**config.mk**
```make
export PLATFORM = sky130hd
export DESIGN_NAME = control_unit
export DESIGN_NICKNAME = d
export VERILOG_FILES = /design/src/rtl/control_unit.sv
export SDC_FILE = /design/constraint.sdc
export NUM_CORES = 1
export LEC_CHECK = 0
export BUFFER_PORTS_ARGS = -buffer_cell sky130_fd_sc_hd__buf_2
export CORE_MARGIN = 5
export CORE_UTILIZATION = 38
export DETAILED_ROUTE_END_ITERATION = 8
export SETUP_SLACK_MARGIN = 0.4
export SYNTH_ARGS = -nofsm -noshare
export SYNTH_HDL_FRONTEND = slang
export SYNTH_SLANG_ARGS = --single-unit
export TNS_END_PERCENT = 20
```
**constraint.sdc**
```tcl
create_clock -name clk -period 1.8 [get_ports clk]
set_input_delay 0.54 -clock clk [delete_from_list [all_inputs] [get_ports clk]]
set_output_delay 0.54 -clock clk [all_outputs]
set_load 0.01 [all_outputs]
```
**src/rtl/control_unit.sv**
```systemverilog
// Multi-cycle control FSM for the K&S core: sequences fetch/decode/execute and drives data_path strobes.
// Optional overflow branches (I_BOV / I_BNOV) are enabled with `define KS_OVF_BRANCH_EN.

package k_and_s_pkg;

    typedef enum logic [4:0] {
        I_NOP    = 5'd0,
        I_LOAD   = 5'd1,
        I_STORE  = 5'd2,
        I_MOVE   = 5'd3,
        I_ADD    = 5'd4,
        I_SUB    = 5'd5,
        I_AND    = 5'd6,
        I_OR     = 5'd7,
        I_BRANCH = 5'd8,
        I_BZERO  = 5'd9,
        I_BNZERO = 5'd10,
        I_BNEG   = 5'd11,
        I_BNNEG  = 5'd12,
        I_BOV    = 5'd13,
        I_BNOV   = 5'd14,
        I_HALT   = 5'd15
    } decoded_instruction_type;

    typedef enum logic [3:0] {
        S_FETCH    = 4'd0,
        S_LOAD_IR  = 4'd1,
        S_DECODE   = 4'd2,
        S_ALU      = 4'd3,
        S_MOVE     = 4'd4,
        S_MEM_ADDR = 4'd5,
        S_LOAD_WB  = 4'd6,
        S_STORE_WR = 4'd7,
        S_BRANCH   = 4'd8,
        S_HALT     = 4'd9
    } state_type;

endpackage

module control_unit
    import k_and_s_pkg::*;
(
    input  logic                    clk,
    input  logic                    rst_n,
    input  decoded_instruction_type decoded_instruction,
    input  logic                    zero_op,
    input  logic                    neg_op,
    input  logic                    unsigned_overflow,
    input  logic                    signed_overflow,
    output logic                    branch,
    output logic                    pc_enable,
    output logic                    ir_enable,
    output logic                    addr_sel,
    output logic                    c_sel,
    output logic [1:0]              operation,
    output logic                    write_reg_enable,
    output logic                    flags_reg_enable,
    output logic                    ram_write_enable,
    output logic                    halt
);

    localparam int OB_HALT  = 10;
    localparam int OB_BR    = 9;
    localparam int OB_PC    = 8;
    localparam int OB_IR    = 7;
    localparam int OB_ADDR  = 6;
    localparam int OB_CSEL  = 5;
    localparam int OB_OP_HI = 4;
    localparam int OB_OP_LO = 3;
    localparam int OB_WR    = 2;
    localparam int OB_FL    = 1;
    localparam int OB_RAM   = 0;

    state_type               state_q, state_d;
    decoded_instruction_type instr_q, instr_d;
    logic [10:0]             out_q, out_d;
    logic                    take_s;

    function automatic logic [1:0] alu_op(input decoded_instruction_type i);
        logic [1:0] op;
        case (i)
            I_SUB:   op = 2'b01;
            I_AND:   op = 2'b10;
            I_OR:    op = 2'b11;
            default: op = 2'b00;
        endcase
        return op;
    endfunction

    // Output vector of a state; the instruction only matters for the ALU op field.
    function automatic logic [10:0] moore_outputs(input state_type s, input decoded_instruction_type i);
        logic [10:0] o;
        o = 11'd0;
        case (s)
            S_LOAD_IR:  o[OB_IR] = 1'b1;
            S_DECODE:   o[OB_PC] = 1'b1;
            S_ALU: begin
                o[OB_WR]             = 1'b1;
                o[OB_FL]             = 1'b1;
                o[OB_OP_HI:OB_OP_LO] = alu_op(i);
            end
            S_MOVE:     o[OB_WR] = 1'b1;
            S_MEM_ADDR: o[OB_ADDR] = 1'b1;
            S_LOAD_WB: begin
                o[OB_ADDR] = 1'b1;
                o[OB_CSEL] = 1'b1;
                o[OB_WR]   = 1'b1;
            end
            S_STORE_WR: begin
                o[OB_ADDR] = 1'b1;
                o[OB_RAM]  = 1'b1;
            end
            S_BRANCH: begin
                o[OB_BR] = 1'b1;
                o[OB_PC] = 1'b1;
            end
            S_HALT:     o[OB_HALT] = 1'b1;
            default:    o = 11'd0;
        endcase
        return o;
    endfunction

    // Conditional-branch resolution on the flags present during DECODE.
    always_comb begin
        take_s = 1'b0;
        case (decoded_instruction)
            I_BZERO:  take_s = zero_op;
            I_BNZERO: take_s = ~zero_op;
            I_BNEG:   take_s = neg_op;
            I_BNNEG:  take_s = ~neg_op;
`ifdef KS_OVF_BRANCH_EN
            I_BOV:    take_s = unsigned_overflow | signed_overflow;
            I_BNOV:   take_s = ~(unsigned_overflow | signed_overflow);
`endif
            default:  take_s = 1'b0;
        endcase
    end

`ifndef KS_OVF_BRANCH_EN
    logic unused_ovf_s;
    assign unused_ovf_s = unsigned_overflow ^ signed_overflow;
`endif

    // Next-state logic; the instruction is captured only in DECODE.
    always_comb begin
        state_d = state_q;
        instr_d = instr_q;
        case (state_q)
            S_FETCH:   state_d = S_LOAD_IR;
            S_LOAD_IR: state_d = S_DECODE;
            S_DECODE: begin
                instr_d = decoded_instruction;
                case (decoded_instruction)
                    I_ADD, I_SUB, I_AND, I_OR: state_d = S_ALU;
                    I_MOVE:                    state_d = S_MOVE;
                    I_LOAD, I_STORE:           state_d = S_MEM_ADDR;
                    I_BRANCH:                  state_d = S_BRANCH;
                    I_HALT:                    state_d = S_HALT;
                    default:                   state_d = take_s ? S_BRANCH : S_FETCH;
                endcase
            end
            S_MEM_ADDR: begin
                if (instr_q == I_STORE) begin
                    state_d = S_STORE_WR;
                end else begin
                    state_d = S_LOAD_WB;
                end
            end
            S_HALT:    state_d = S_HALT;
            default:   state_d = S_FETCH;
        endcase
    end

    // Outputs are precomputed from the next state so they register alongside it.
    always_comb begin
        out_d = moore_outputs(state_d, instr_d);
    end

    // State, latched instruction and output registers with synchronous active-low reset.
    always_ff @(posedge clk) begin
        if (!rst_n) begin
            state_q <= S_FETCH;
            instr_q <= I_NOP;
            out_q   <= 11'd0;
        end else begin
            state_q <= state_d;
            instr_q <= instr_d;
            out_q   <= out_d;
        end
    end

    assign halt             = out_q[OB_HALT];
    assign branch           = out_q[OB_BR];
    assign pc_enable        = out_q[OB_PC];
    assign ir_enable        = out_q[OB_IR];
    assign addr_sel         = out_q[OB_ADDR];
    assign c_sel            = out_q[OB_CSEL];
    assign operation        = out_q[OB_OP_HI:OB_OP_LO];
    assign write_reg_enable = out_q[OB_WR];
    assign flags_reg_enable = out_q[OB_FL];
    assign ram_write_enable = out_q[OB_RAM];

endmodule

```
==> impl_metrics.tcl <==
set metrics [dict create \
    grt_max_degree 13 \
    end_kind "flip-flop" \
    first_pass_iters 4 \
    drv_cap 0 \
    yosys_warnings 0 \
    cts_tree "built" \
    rows 17 \
    tightest_slew_ns 0.428 \
    slew_violations 0 \
    finalCritPeriodShare_pct 80.7 \
    dp_hpwl_um 1250 \
    yosysTopAreaCell "dfxtp_1" \
    path_cells "nor4b_2, a2bb2oi_1, o22a_2, nor4_2" \
    routabilityCongestion 0.744 \
    syn_avg_cell_area_um2 10.5 \
    cpMaxStageDelayCell "dfxtp_4" \
    grt_use_met3_pct 2.49 \
    critPathBufInv 0 \
    vias_per_cell 5.09 \
    worst_setup_path_start_kind "flip-flop" \
    cts-htree-levels 1 \
    worstPathRequired_ns 2.01 \
    cts_root_buffer "clkbuf_4" \
    synth.area.top_cells "dfxtp_1, mux2i_1, nor4b_2" \
    track_usage_pct 11.2 \
    clock-sinks 20 \
    drc 0 \
    start_util_pct 39.2 \
    syn_to_final_growth_pct 34.8 \
    grt-ovfl-total 0 \
    critical_path_class "flip-flop to flip-flop" \
    yosysSeqAreaShare_pct 47.1 \
    path_delay_family "simple AND/OR/NAND/NOR gates" \
    grt_pass1_vias 709 \
    tns_ns 0 \
    clkLatencyLatePin_ns 0.29 \
    ys_types 32 \
    antenna_found_initial 0 \
    synth_nets 92 \
    drive_gt1_share_pct 44.4 \
    first_iter_violations 6 \
    mappedNetlistArea_um2 850 \
    portBuffers 19 \
    clk_path_buf_depth 2 \
    hold_class "flip-flop to flip-flop" \
    core_area_mm2 0.00217 \
    post_dp_cell_area_um2 991 \
    gr-usage-met1_pct 13.6 \
    clk_pin_slew_ns 0.10 \
    grt_most_used_layer "met2" \
    worstPathArrival_ns 1.66 \
    die_x_um 57.3 \
    peakVddDrop_uv 438 \
    final_common_cell "buf_2" \
    nets 120 \
    synth_top_area_share_pct 47.1 \
    leakagePower_nw 0.515 \
    numCtsBuffers 3 \
    grt_pass1_wl_um 2970 \
    ys_seq_elements 20 \
    clock.fmax_ghz 0.688 \
    crit_path_max_fanout 10 \
    power.density_mw_per_mm2 771 \
    outcome "complete, no violations" \
    gr-usage-met2_pct 19.4 \
    rsz0062_at_grt "true" \
    synth_cells 81 \
    final.min_clock_period_ns 1.45 \
    die-area_mm2 0.00328 \
    die_height_um 57.3 \
    fin_skew_ns 0.00272 \
    routedWlPerCell_um 13.3 \
    ioPinCount 22 \
    finalHoldViolations 0 \
    drtAntennaViolNets 0 \
    via_count 692 \
    max_slew_margin_pct 71.4 \
    totalWireLength_um 1810 \
    antennaDiodeCount 0 \
    finalSetupViolCount 0 \
    total_power_uw 882 \
    final_area_mm2 0.00114 \
    max_stage_delay_ns 0.39 \
    final_cell_mix "buf_2, dfxtp_1, nor2b_1, nor2_1" \
]
sequential cells by signal (all words and copies together) (netlist names):
register / count
out_q: 11
instr_q: 5
state_q: 4
power breakdown:
| part | switching, mW | total, mW | internal (mW) |
|---|---|---|---|
| Clock | 0.124 | 0.248 | 0.123 |
| Combinational | 0.0783 | 0.163 | 0.0847 |
| Sequential | 0.0140 | 0.472 | 0.458 |
path summary, 6_finish.rpt:
path / start / to / slack, ns / cells past startpoint
setup / recovery: state_q[3] / out_q[7] / 0.35 / 4
hold / removal: instr_q[3] / instr_q[3] / 0.53 / 2
setup reg to reg: state_q[3] / out_q[7] / 0.35 / 4
hold reg to reg: instr_q[3] / instr_q[3] / 0.53 / 2
metrics by stage:
stage / util, % / hold slack (ns) / worst slack (ns) / cells
floorplan: - / 0.474 / 0.237 / 81
global placement: 45.7 / 0.498 / 0.0260 / 129
detailed placement: 45.7 / 0.508 / 0.0257 / 129
CTS: 52.7 / 0.532 / 0.366 / 136
global route: 52.8 / 0.553 / 0.284 / 136
finish: 52.8 / 0.527 / 0.347 / 136
synthesized netlist by cell type:
| cell type | instances |
|---|---|
| xor2_1 | 1 |
| nor3_1 | 3 |
| o211a_1 | 2 |
| nor2_1 | 6 |
| nor3b_1 | 3 |
| nor4b_2 | 3 |
| buf_4 | 2 |
| nand2b_1 | 1 |
| mux2i_1 | 5 |
| a41o_1 | 1 |
| clkbuf_1 | 1 |
| o21ba_2 | 1 |
| nand2_1 | 2 |
| nor2b_1 | 6 |
| a2bb2oi_1 | 1 |
| a21oi_1 | 1 |
| a41oi_1 | 1 |
| and4bb_1 | 1 |
| dfxtp_1 | 20 |
| o21a_1 | 1 |
| o22a_1 | 1 |
| a31oi_1 | 2 |
| a31o_2 | 1 |
| nand4_1 | 1 |
| o22ai_1 | 1 |
| a221o_1 | 1 |
| nor4bb_1 | 2 |
| o2111ai_1 | 1 |
| inv_1 | 6 |
| nor4_2 | 1 |
| a31o_1 | 1 |
| nand3b_1 | 1 |
metal layers:
metal / share of wire, % / up-vias
met5: 0 / -
met4: 0.50 / 0
met3: 4.5 / 2
met2: 49 / 15
met1: 46 / 324
li1: - / 351
worst min-delay path, stage by stage (launching register included):
cell	delay, ns
dfxtp_1	0.34
mux2i_1	0.06
nor2b_1	0.09
logic make-up after synthesis:
family	count (synthesis)	synth area share [%]
buffers and inverters	9	4.86
XOR/XNOR	1	1.03
flip-flops	20	47.1
multiplexers	5	5.89
AO/OA/AOI/OAI	16	15.8
AND/OR/NAND/NOR	30	25.3
repair_timing:
item                                   4_1_cts  5_1_grt
resized for setup                           20        2
buffers inserted                             3        0
hold buffers                                 0        0
endpoints found under the hold margin        0        0
pin swaps                                    5        3
setup endpoints to repair                   16       16
area by class of cell:
type | count | area, um2
Inverter | 6 | 22.5
Tap cell | 28 | 35.0
Timing Repair Buffer | 26 | 168
Fill cell | 198 | 1020
Multi-Input combinational cell | 52 | 475
Sequential cell | 20 | 408
Clock buffer | 4 | 36.3
Note: power is estimated with default switching activity, not from simulation.
